`src/rtl/instruction_fetch.sv`:
```
// IF stage: owns the PC, the single-outstanding I-cache request and the IF/ID register.
// Define IF_PERF_CNT_EN to add the fetch_count / stall_count performance counters.
module instruction_fetch #(
   parameter logic [31:0] RESET_PC  = 32'h0000_0060,
   parameter logic [31:0] NOP_INSTR = 32'h0000_0013
) (
   input  logic        clk,
   input  logic        rst,
   input  logic        br_taken,
   input  logic [31:0] br_target,
   input  logic        bubble,
   input  logic        MA_stall,
   output logic        icache_read,
   output logic [31:0] icache_address,
   input  logic [31:0] icache_rdata,
   input  logic        icache_resp,
   output logic [31:0] PC_out,
   output logic [31:0] instr_out,
   output logic        IF_stall
`ifdef IF_PERF_CNT_EN
   ,
   output logic [31:0] fetch_count,
   output logic [31:0] stall_count
`endif
);

   // state   | meaning
   // FETCH   | request at pc_q outstanding
   // HOLD    | fetched word parked in buf_instr, waiting for ID to advance
   // DISCARD | stale request at disc_addr in flight after a redirect; its data is dropped
   typedef enum logic [1:0] {FETCH, HOLD, DISCARD} state_t;

   state_t      state;
   logic [31:0] pc_q;
   logic [31:0] buf_instr;
   logic [31:0] disc_addr;
   logic        adv;

   assign adv            = !MA_stall && !bubble;
   assign icache_read    = rst && (state != HOLD);
   assign icache_address = (state == DISCARD) ? disc_addr : pc_q;
   assign IF_stall       = !((state == FETCH && icache_resp) || state == HOLD);

   always_ff @(posedge clk) begin
      if (!rst) begin
         state     <= FETCH;
         pc_q      <= RESET_PC;
         PC_out    <= 32'h0;
         instr_out <= NOP_INSTR;
      end else if (br_taken) begin
         // a redirect flushes IF/ID even when MA_stall freezes the rest of the pipe
         PC_out    <= 32'h0;
         instr_out <= NOP_INSTR;
         pc_q      <= br_target;
         case (state)
            FETCH: begin
               if (!icache_resp) begin
                  disc_addr <= pc_q;
                  state     <= DISCARD;
               end
            end
            HOLD:    state <= FETCH;
            DISCARD: if (icache_resp) state <= FETCH;
            default: state <= FETCH;
         endcase
      end else begin
         case (state)
            FETCH: begin
               if (icache_resp) begin
                  if (adv) begin
                     PC_out    <= pc_q;
                     instr_out <= icache_rdata;
                     pc_q      <= pc_q + 32'd4;
                  end else begin
                     buf_instr <= icache_rdata;
                     state     <= HOLD;
                  end
               end else if (adv) begin
                  PC_out    <= 32'h0;
                  instr_out <= NOP_INSTR;
               end
            end
            HOLD: begin
               if (adv) begin
                  PC_out    <= pc_q;
                  instr_out <= buf_instr;
                  pc_q      <= pc_q + 32'd4;
                  state     <= FETCH;
               end
            end
            DISCARD: begin
               if (adv) begin
                  PC_out    <= 32'h0;
                  instr_out <= NOP_INSTR;
               end
               if (icache_resp) state <= FETCH;
            end
            default: state <= FETCH;
         endcase
      end
   end

`ifdef IF_PERF_CNT_EN
   logic fetch_load;

   assign fetch_load = !br_taken && adv && ((state == FETCH && icache_resp) || state == HOLD);

   always_ff @(posedge clk) begin
      if (!rst) begin
         fetch_count <= 32'h0;
         stall_count <= 32'h0;
      end else begin
         if (fetch_load) fetch_count <= fetch_count + 32'd1;
         if (IF_stall)   stall_count <= stall_count + 32'd1;
      end
   end
`endif

endmodule

```
`config.mk`:
```
export PLATFORM = sky130hd
export DESIGN_NAME = instruction_fetch
export DESIGN_NICKNAME = d
export VERILOG_FILES = /design/src/rtl/instruction_fetch.sv
export SDC_FILE = /design/constraint.sdc
export NUM_CORES = 1
export LEC_CHECK = 0
export CAP_MARGIN = 20
export CORE_MARGIN = 4
export CORE_UTILIZATION = 54
export DETAILED_ROUTE_END_ITERATION = 12
export HOLD_SLACK_MARGIN = 0.06
export PLACE_DENSITY_LB_ADDON = 0.1
export SETUP_SLACK_MARGIN = 0.4
export SKIP_CTS_REPAIR_TIMING = 1
export SLEW_MARGIN = 25
export SYNTH_ARGS = -nofsm -noshare
export SYNTH_HDL_FRONTEND = slang
export SYNTH_SLANG_ARGS = --single-unit
```
`constraint.sdc`:
```
create_clock -name clk -period 6.6 [get_ports clk]
set_input_delay 1.32 -clock clk [delete_from_list [all_inputs] [get_ports clk]]
set_output_delay 1.32 -clock clk [all_outputs]
set_load 0.05 [all_outputs]
```
* Yosys cells after proc, flatten, opt, wreduce, memory -nomap -nowiden
Index checks and enable logic that the tools add are counted.
** Operators by class
- Equality and inequality tests :: 9
- Bitwise logic cells :: 4
- Mux-type cells :: 22
- Reduce and logical (&&, ||, !) cells :: 16
- Add/sub/neg operators :: 1
** Operators with widths (number)
- $mux W32 :: 11
- $pmux W32 S3 :: 2
- $pmux W32 S2 :: 1
- $add A32 B3 Y32 const B :: 1
- $ne A3 B3 Y1 const B :: 5
- $mux W2 :: 6
- $reduce_and A4 Y1 :: 2
- $pmux W2 S3 :: 1
- $reduce_bool A3 Y1 :: 2
- $reduce_and A5 Y1 :: 1
- $not A1 Y1 :: 4
- $pmux W2 S2 :: 1
- $logic_and A1 B1 Y1 :: 3
- $logic_not A1 Y1 :: 3
- $reduce_and A3 Y1 :: 1
- $eq A2 B1 Y1 const B :: 1
- $eq A2 B2 Y1 const B :: 1
- $logic_not A2 Y1 :: 1
- $ne A2 B1 Y1 const B :: 1
- $ne A2 B2 Y1 const B :: 1
- $reduce_and A2 Y1 :: 1
- $reduce_or A2 Y1 :: 1
- $logic_or A1 B1 Y1 :: 1
** Word-level totals
- Bits of input ports :: 70
- Output and inout bits :: 98
- Flip-flop bits (word level) :: 162
- Logic and storage cells :: 58

* Logic depth before layout (Yosys ltp)
Gate-level depths: netlist (run 1).
- Depth after elaboration :: 6
- Depth in mapped cells :: 9
- Mapped depth without buffers :: 6

* Worst setup path before layout (run 1)
No wires, ideal clock.
- Kind :: input port to flip-flop
- Start :: input br_taken
- End :: register buf_instr[0], enable pin
- Library setup time :: 461 ps
- Path buffers :: 2
- Arrival time :: 4229 ps
- Setup slack :: 1910 ps
- Cell stages on the path :: 5
- Data required time :: 6139 ps
- Path through :: clkbuf_1 -> inv_1 -> nand2_1 -> clkbuf_1 -> nor3_1
** Between the ends
- Word-level cells in the longest chain between the ends :: 2
** RTL lines
- from (decl) :: line 9 : input logic br_taken,
- $not A1 Y1 (no source line)
- $reduce_and A5 Y1 (no source line)
- to (signal assigned) :: line 75 : buf_instr <= icache_rdata;
- to (decl) :: line 35 : logic [31:0] buf_instr;
No other way between the ends.
A chain may end at the register's enable or synchronous reset.

* Worst setup path in the final report (run 1)
- Start :: input rst
- End :: output icache_read
** Between the ends
- Word-level cells in the longest chain between the ends :: 1
** RTL lines
- from (decl) :: line 8 : input logic rst,
- $logic_and A1 B1 Y1 :: line 40 : assign icache_read = rst && (state != HOLD);
- to (decl) :: line 13 : output logic icache_read,
No other way between the ends.

==> flow_summary_export.csv, run 1 <==
group,metric,value,unit
synth,postSynthAreaPerCell,10.38,µm²
timing,setup-tns-final,0,ps
synth,mappedNetlistArea,7056,µm²
timing,finalCriticalPeriod,4443,ps
setup_path,worst_r2r_setup_slack,3970,ps
clock_network,clk_path_buf_depth,2,
layout,most_common_cell_after_layout_fill_and_taps_aside,"sky130_fd_sc_hd__clkdlybuf4s50_1",
synth,synth-async-reset-ratio,0,%
clock_network,clock-root-buffer,"sky130_fd_sc_hd__clkbuf_16",
global_route,globalRouteMet3Util,6.959,%
floorplanning,die_area,14960,µm²
timing,tightest_slew,1032,ps
min_path,hp-class,"flop to flop",
placement,dp.final_hpwl,13.03,mm
floorplanning,rows,41,
synth,netlist.area_leader.share,27.81,%
global_route,grt_first_pass_wirelength,29.81,mm
floorplanning,die_x,122.3,µm
floorplanning,initial_core_util,55.46,%
global_route,antenna_found_initial,0,
layout,mostFrequentLayoutCells,"sky130_fd_sc_hd__clkdlybuf4s50_1 (167), sky130_fd_sc_hd__dfxtp_1 (98), sky130_fd_sc_hd__edfxtp_1 (64), sky130_fd_sc_hd__nand2_1 (59), sky130_fd_sc_hd__a21oi_1 (44)",
layout,final_nets,893,
global_route,track_usage,25.62,%
global_route,gr-usage-met1,30.32,%
global_route,grt.met2_usage,43.52,%
setup_path,timing.critical_path.arrival,3120,ps
routing,wl,19.43,mm
routing,ant_nets,0,
setup_path,crit_required,5280,ps
timing,final-max-slew-violation-count,0,
synth,postSynth.topFlopCell,"sky130_fd_sc_hd__dfxtp_1",
power,leak,3.128,nW
timing,worst_hold_slack,450.5,ps
layout,final_layout_size_suffix_gt1_share,10.11,%
synth,synth_simple_gate_area_share,15.55,%
placement,placed_cells_incl_taps,971,
timing,relSlewSlack,30.94,%
synth,postSynthRegisterBits,162,
synth,synth_nets,755,
synth,post_synth_main_area_contributors,"sky130_fd_sc_hd__dfxtp_1 (28%), sky130_fd_sc_hd__edfxtp_1 (27%), sky130_fd_sc_hd__mux2_2 (4.9%), sky130_fd_sc_hd__a22o_1 (3.6%), sky130_fd_sc_hd__a22oi_1 (3.2%)",
timing,finalClockSkew,6.987,ps
clock_network,cts_inserted_buffers,17,
routing,initialDrtViolationCount,537,
setup_path,path_max_fanout,41,
setup_path,worst-setup-path-type,"primary input to output pin",
floorplanning,ios,168,
run,maxCapViolations,0,
global_route,grt_most_used_layer,"met2",
placement,place.port_buffers,167,
timing,period_share,67.31,%
global_route,grt_overflow_total,0,
power,ir_worst_vdd,0.2052,mV
synth,ys_seq_area_share,55.05,%
timing,achievable-frequency,225.1,MHz
synth,synth_fa_ha_area_share,0.8867,%
synth,syn_inst,680,
layout,area_growth_syn_to_layout,32.74,%
power,pwrdens,266.2,nW/µm²
setup_path,worstSetupEndpointType,"output pin",
timing,setup_viol_count_final,0,
synth,post-synth-top-area-cell,"sky130_fd_sc_hd__dfxtp_1",
clock_network,clk_latency,420,ps
clock_network,cts_tree,"yes",
routing,route.vias.total,6071,
status,outcome,"completed",
timing,rsz0062_at_grt,"no",
setup_path,worst_setup_path_start_kind,"primary input",
floorplanning,core_area,12720,µm²
layout,final_cells,1003,
global_route,vias_in_the_first_global_route,5838,
placement,placedInstanceArea,8796,µm²
layout,design_area,9365,µm²
synth,synth_top_family_by_area,"compound AO/OA/AOI/OAI gates",
synth,yosysWarningCount,0,
clock_network,cts.htree.levels,4,
clock_network,clk_pin_slew_worst_paths,60,ps
routing,remaining_drc_errors,0,
synth,compound_gate_fraction_of_synth_area,18.55,%
synth,yosysUniqueCellTypes,52,
power,power.total,2.493,mW
routing,drt_pass1_iterations,5,
synth,synth-xor-area-share,0.7448,%
routing,detail_route.vias_per_cell,6.053,
synth,synth_mux_area_share,5.373,%
clock_network,cts.sinks,162,
timing,final_hold_viol_count,0,
placement,place_congestion,0.8731,
layout,diodes,0,
synth,synth_enable_flop_cells,64,
global_route,maximum_number_of_pins_on_one_net_before_global_route_repair,44,
floorplanning,die_h,122.3,µm
routing,wl_per_cell,19.37,µm
==> synthesized netlist by cell type (4+ instances only) <==
cell and instances:
sky130_fd_sc_hd__nor2_1 33, sky130_fd_sc_hd__nor3_1 11, sky130_fd_sc_hd__inv_1 7, sky130_fd_sc_hd__a21oi_1 44
sky130_fd_sc_hd__or2_2 4, sky130_fd_sc_hd__or4_1 13, sky130_fd_sc_hd__nand4_1 7, sky130_fd_sc_hd__o311a_1 4
sky130_fd_sc_hd__nor3b_1 4, sky130_fd_sc_hd__a22o_1 29, sky130_fd_sc_hd__a221o_1 6, sky130_fd_sc_hd__dfxtp_1 98
sky130_fd_sc_hd__o31ai_1 8, sky130_fd_sc_hd__clkbuf_1 50, sky130_fd_sc_hd__xnor2_1 5, sky130_fd_sc_hd__nor4_1 9
sky130_fd_sc_hd__o21ai_0 37, sky130_fd_sc_hd__nand2_1 60, sky130_fd_sc_hd__nand2b_1 4, sky130_fd_sc_hd__nor2b_1 7
sky130_fd_sc_hd__edfxtp_1 64, sky130_fd_sc_hd__mux2_2 31, sky130_fd_sc_hd__a22oi_1 30, sky130_fd_sc_hd__or3_1 6
sky130_fd_sc_hd__ha_1 5, sky130_fd_sc_hd__a31oi_1 17, sky130_fd_sc_hd__and4_1 4, sky130_fd_sc_hd__nand3_1 42
==> layer usage <==
metal,vias to the layer above,wire length (µm)
li1,2849,-
met1,2916,7710
met2,260,9702
met3,46,1449
met4,0,565
met5,-,0
==> path summary, 6_finish.rpt <==
check             startpoint           to  depth (start not counted)
setup / recovery         rst  icache_read                          4
hold / removal     PC_out[9]    PC_out[9]                          2
setup reg to reg     pc_q[2]     pc_q[28]                          5
hold reg to reg    PC_out[9]    PC_out[9]                          2
==> where the power goes <==
group / leakage, nW / internal, mW / switching (mW) / total, mW
logic: 1.46 / 0.164 / 0.260 / 0.424
registers: 1.39 / 1.08 / 0.0396 / 1.12
clock network: 0.277 / 0.583 / 0.366 / 0.950
total: 3.13 / 1.83 / 0.666 / 2.49
==> sequential cells by signal, indices dropped and copies added, names as in the netlist <==
signal,count
disc_addr,32
state,2
instr_out,32
PC_out,32
buf_instr,32
pc_q,32
==> stage by stage <==
step	utilization [%]	setup slack, ps
finish	73.61	2157
global route	73.61	2107
CTS	73.59	2151
detailed placement	69.14	2150
global placement	69.13	2182
floorplan	-	1910
==> cells by family (layout without fill, tap and decap cells) <==
kind of cell               count (synthesis)  count (layout)
AOI/OAI and AO/OA                        193             193
xor gates and xnor gates                   6               6
adders and majority gates                  5               5
buffers and inverters                     65             216
DFF                                      162             162
muxes                                     34              34
and+or+nand+nor                          215             215
==> critical path, cell delays in order <==
cell and delay (ps):
sky130_fd_sc_hd__clkdlybuf4s50_1 470, sky130_fd_sc_hd__buf_4 340, sky130_fd_sc_hd__nor2b_1 180, sky130_fd_sc_hd__clkdlybuf4s50_1 810
==> final cells by class <==
cell class | instances | area, µm²
clock inverter | 6 | 77.57
clock buffer | 26 | 489.2
tap | 172 | 215.2
inverter | 7 | 26.28
multi-input combinational | 453 | 2927
timing repair buffer | 177 | 1747
fill | 951 | 3357
sequential | 162 | 3884
(Power assumes the default switching activity.)
==> inputs of run 2 (changes only) <==
--- a/config.mk
+++ b/config.mk
@@ -7,7 +7,7 @@
 export LEC_CHECK = 0
 export CAP_MARGIN = 20
 export CORE_MARGIN = 4
-export CORE_UTILIZATION = 54
+export CORE_UTILIZATION = 50
 export DETAILED_ROUTE_END_ITERATION = 12
 export HOLD_SLACK_MARGIN = 0.06
 export PLACE_DENSITY_LB_ADDON = 0.1
==> constraint.sdc (replaced) <==
create_clock -name clk -period 4.3 [get_ports clk]
set_input_delay 0.86 -clock clk [delete_from_list [all_inputs] [get_ports clk]]
set_output_delay 0.86 -clock clk [all_outputs]
set_load 0.05 [all_outputs]
==> run 2 against run 1 <==
Against the previous run:
- clock skew is 1.3 ps lower
- sequential share of layout area down 0.40 points
- register-to-register slack worse by 2300 ps
- largest cell class unchanged
- cell count increased by 1.6%
- sequential cell count is the same
==> flow_summary_export.csv, run 2 (synthesized netlist as in run 1, its figures left out) <==
group,metric,value,unit
layout,postLayoutCoreUtil,68.39,%
placement,place_congestion,0.8601,
timing,relSlewSlack,33.36,%
clock_network,clk_latency,430,ps
floorplanning,rows,43,
power,pwrdens,406.9,nW/µm²
setup_path,worst_setup_path_start_kind,"flop",
setup_path,cells_along_the_critical_path,"inv_1, ha_2, mux2_2, clkdlybuf4s50_1",
setup_path,path_max_fanout,36,
min_path,hp-class,"flop to flop",
routing,wl,19.51,mm
global_route,maximum_number_of_pins_on_one_net_before_global_route_repair,44,
clock_network,clk_pin_slew_worst_paths,60,ps
placement,placed_cells_incl_taps,986,
placement,dp.final_hpwl,13.28,mm
timing,tightest_slew,996.0,ps
layout,area_growth_syn_to_layout,34.03,%
placement,dpl_worst_slack,899.3,ps
global_route,grt_first_pass_wirelength,31.55,mm
routing,ant_nets,0,
setup_path,crit_required,3440,ps
floorplanning,die_area,16080,µm²
floorplanning,die_x,126.8,µm
clock_network,clk_path_buf_depth,2,
timing,setup-tns-final,0,ps
layout,final_nets,900,
layout,num-fill-cells,1034,
routing,wl_per_cell,19.15,µm
placement,place.port_buffers,167,
setup_path,critPathMaxStageDelay,790,ps
clock_network,cts.sinks,162,
setup_path,timing.critical_path.arrival,2800,ps
run,maxCapViolations,0,
global_route,grt_overflow_total,0,
timing,final_hold_viol_count,0,
clock_network,cts_inserted_buffers,17,
timing,achievable-frequency,273.1,MHz
timing,setup_slack,638.6,ps
global_route,vias_in_the_first_global_route,6083,
routing,initialDrtViolationCount,545,
floorplanning,core_area,13830,µm²
floorplanning,die_h,126.8,µm
power,power.total,3.848,mW
layout,mostFrequentLayoutCells,"sky130_fd_sc_hd__clkdlybuf4s50_1 (166), sky130_fd_sc_hd__dfxtp_1 (98), sky130_fd_sc_hd__edfxtp_1 (64), sky130_fd_sc_hd__nand2_1 (60), sky130_fd_sc_hd__a21oi_1 (44)",
floorplanning,initial_core_util,51.03,%
layout,final_layout_size_suffix_gt1_share,11.34,%
clock_network,cts_tree,"yes",
routing,drt_pass1_iterations,5,
setup_path,critical_path.n_buffers_inverters,2,
timing,rsz0062_at_grt,"no",
clock_network,clock-root-buffer,"sky130_fd_sc_hd__clkbuf_16",
setup_path,critPathTopFamily,"buffers and inverters",
setup_path,worst-setup-path-type,"flop to output pin",
timing,finalClockSkew,5.643,ps
power,ir_worst_vdd,0.2453,mV
global_route,track_usage,24.44,%
timing,finalCriticalPeriod,3661,ps
routing,route.vias.total,6055,
timing,period_share,85.15,%
timing,final-max-slew-violation-count,0,
layout,final_cells,1019,
clock_network,cts.htree.levels,4,
layout,most_common_cell_after_layout_fill_and_taps_aside,"sky130_fd_sc_hd__clkdlybuf4s50_1",
status,outcome,"completed",
routing,remaining_drc_errors,0,
floorplanning,ios,168,
global_route,antenna_found_initial,1,
power,leak,3.163,nW
timing,setup_viol_count_final,0,
routing,detail_route.vias_per_cell,5.942,
setup_path,slowest_stage,"sky130_fd_sc_hd__ha_2",
setup_path,worstSetupEndpointType,"output pin",
run 2: changes by cell type in the layout (fill, tap and decap cells not counted), sizes merged:
cell           delta
clkbuf            -4
clkdlybuf4s50     -1
diode             +1
clkinvlp          +4
buf               +8
run 2: worst paths after layout:
check / startpoint / end / slack, ps / cells after the start
min: PC_out[11] / PC_out[11] / 460 / 2
min reg2reg: PC_out[11] / PC_out[11] / 460 / 2
max reg2reg: state[0] / instr_out[17] / 1670 / 7
max: state[0] / icache_address[30] / 640 / 4
run 2: worst reg2reg max path: cells and delay by family, from the launching register on:
family,cells,cell delay (ps)
AO/OA/AOI/OAI,2,700
adder cells (fa/ha/maj),1,790
buffers and inverters,2,480
flip-flops,1,330
AND/OR/NAND/NOR,2,260
run 2: power by group:
part | internal, mW | total, mW | switching [mW]
Sequential | 1.66 | 1.72 | 0.0603
Combinational | 0.259 | 0.663 | 0.404
Clock | 0.880 | 1.47 | 0.587
Total | 2.80 | 3.85 | 1.05
run 2: layout make-up:
cell class                      instances  area, µm²  share of cell area (%)
Multi-Input combinational cell        453       2935                   31.04
Clock inverter                         10      110.1                   1.164
Timing Repair Buffer                  184       1809                   19.13
Clock buffer                           22      464.2                   4.909
Inverter                                7      26.28                  0.2779
Tap cell                              180      225.2                   2.382
Sequential cell                       162       3884                   41.07
Antenna cell                            1      2.502                 0.02646
run 2: per-layer routing:
metal  track usage [%]  part of all wire (%)
met1             31.06                    43
met2             38.73                    47
met3             7.916                   7.7
met4             9.842                   2.1
met5                 0                     0
run 2: metrics by stage:
stage	instance area [µm²]	hold slack, ps
2_1_floorplan	7061	402.9
3_3_place_gp	8874	441.2
3_5_place_dp	8874	446.6
4_1_cts	9448	458.4
5_1_grt	9454	475.7
6_report	9457	456.0
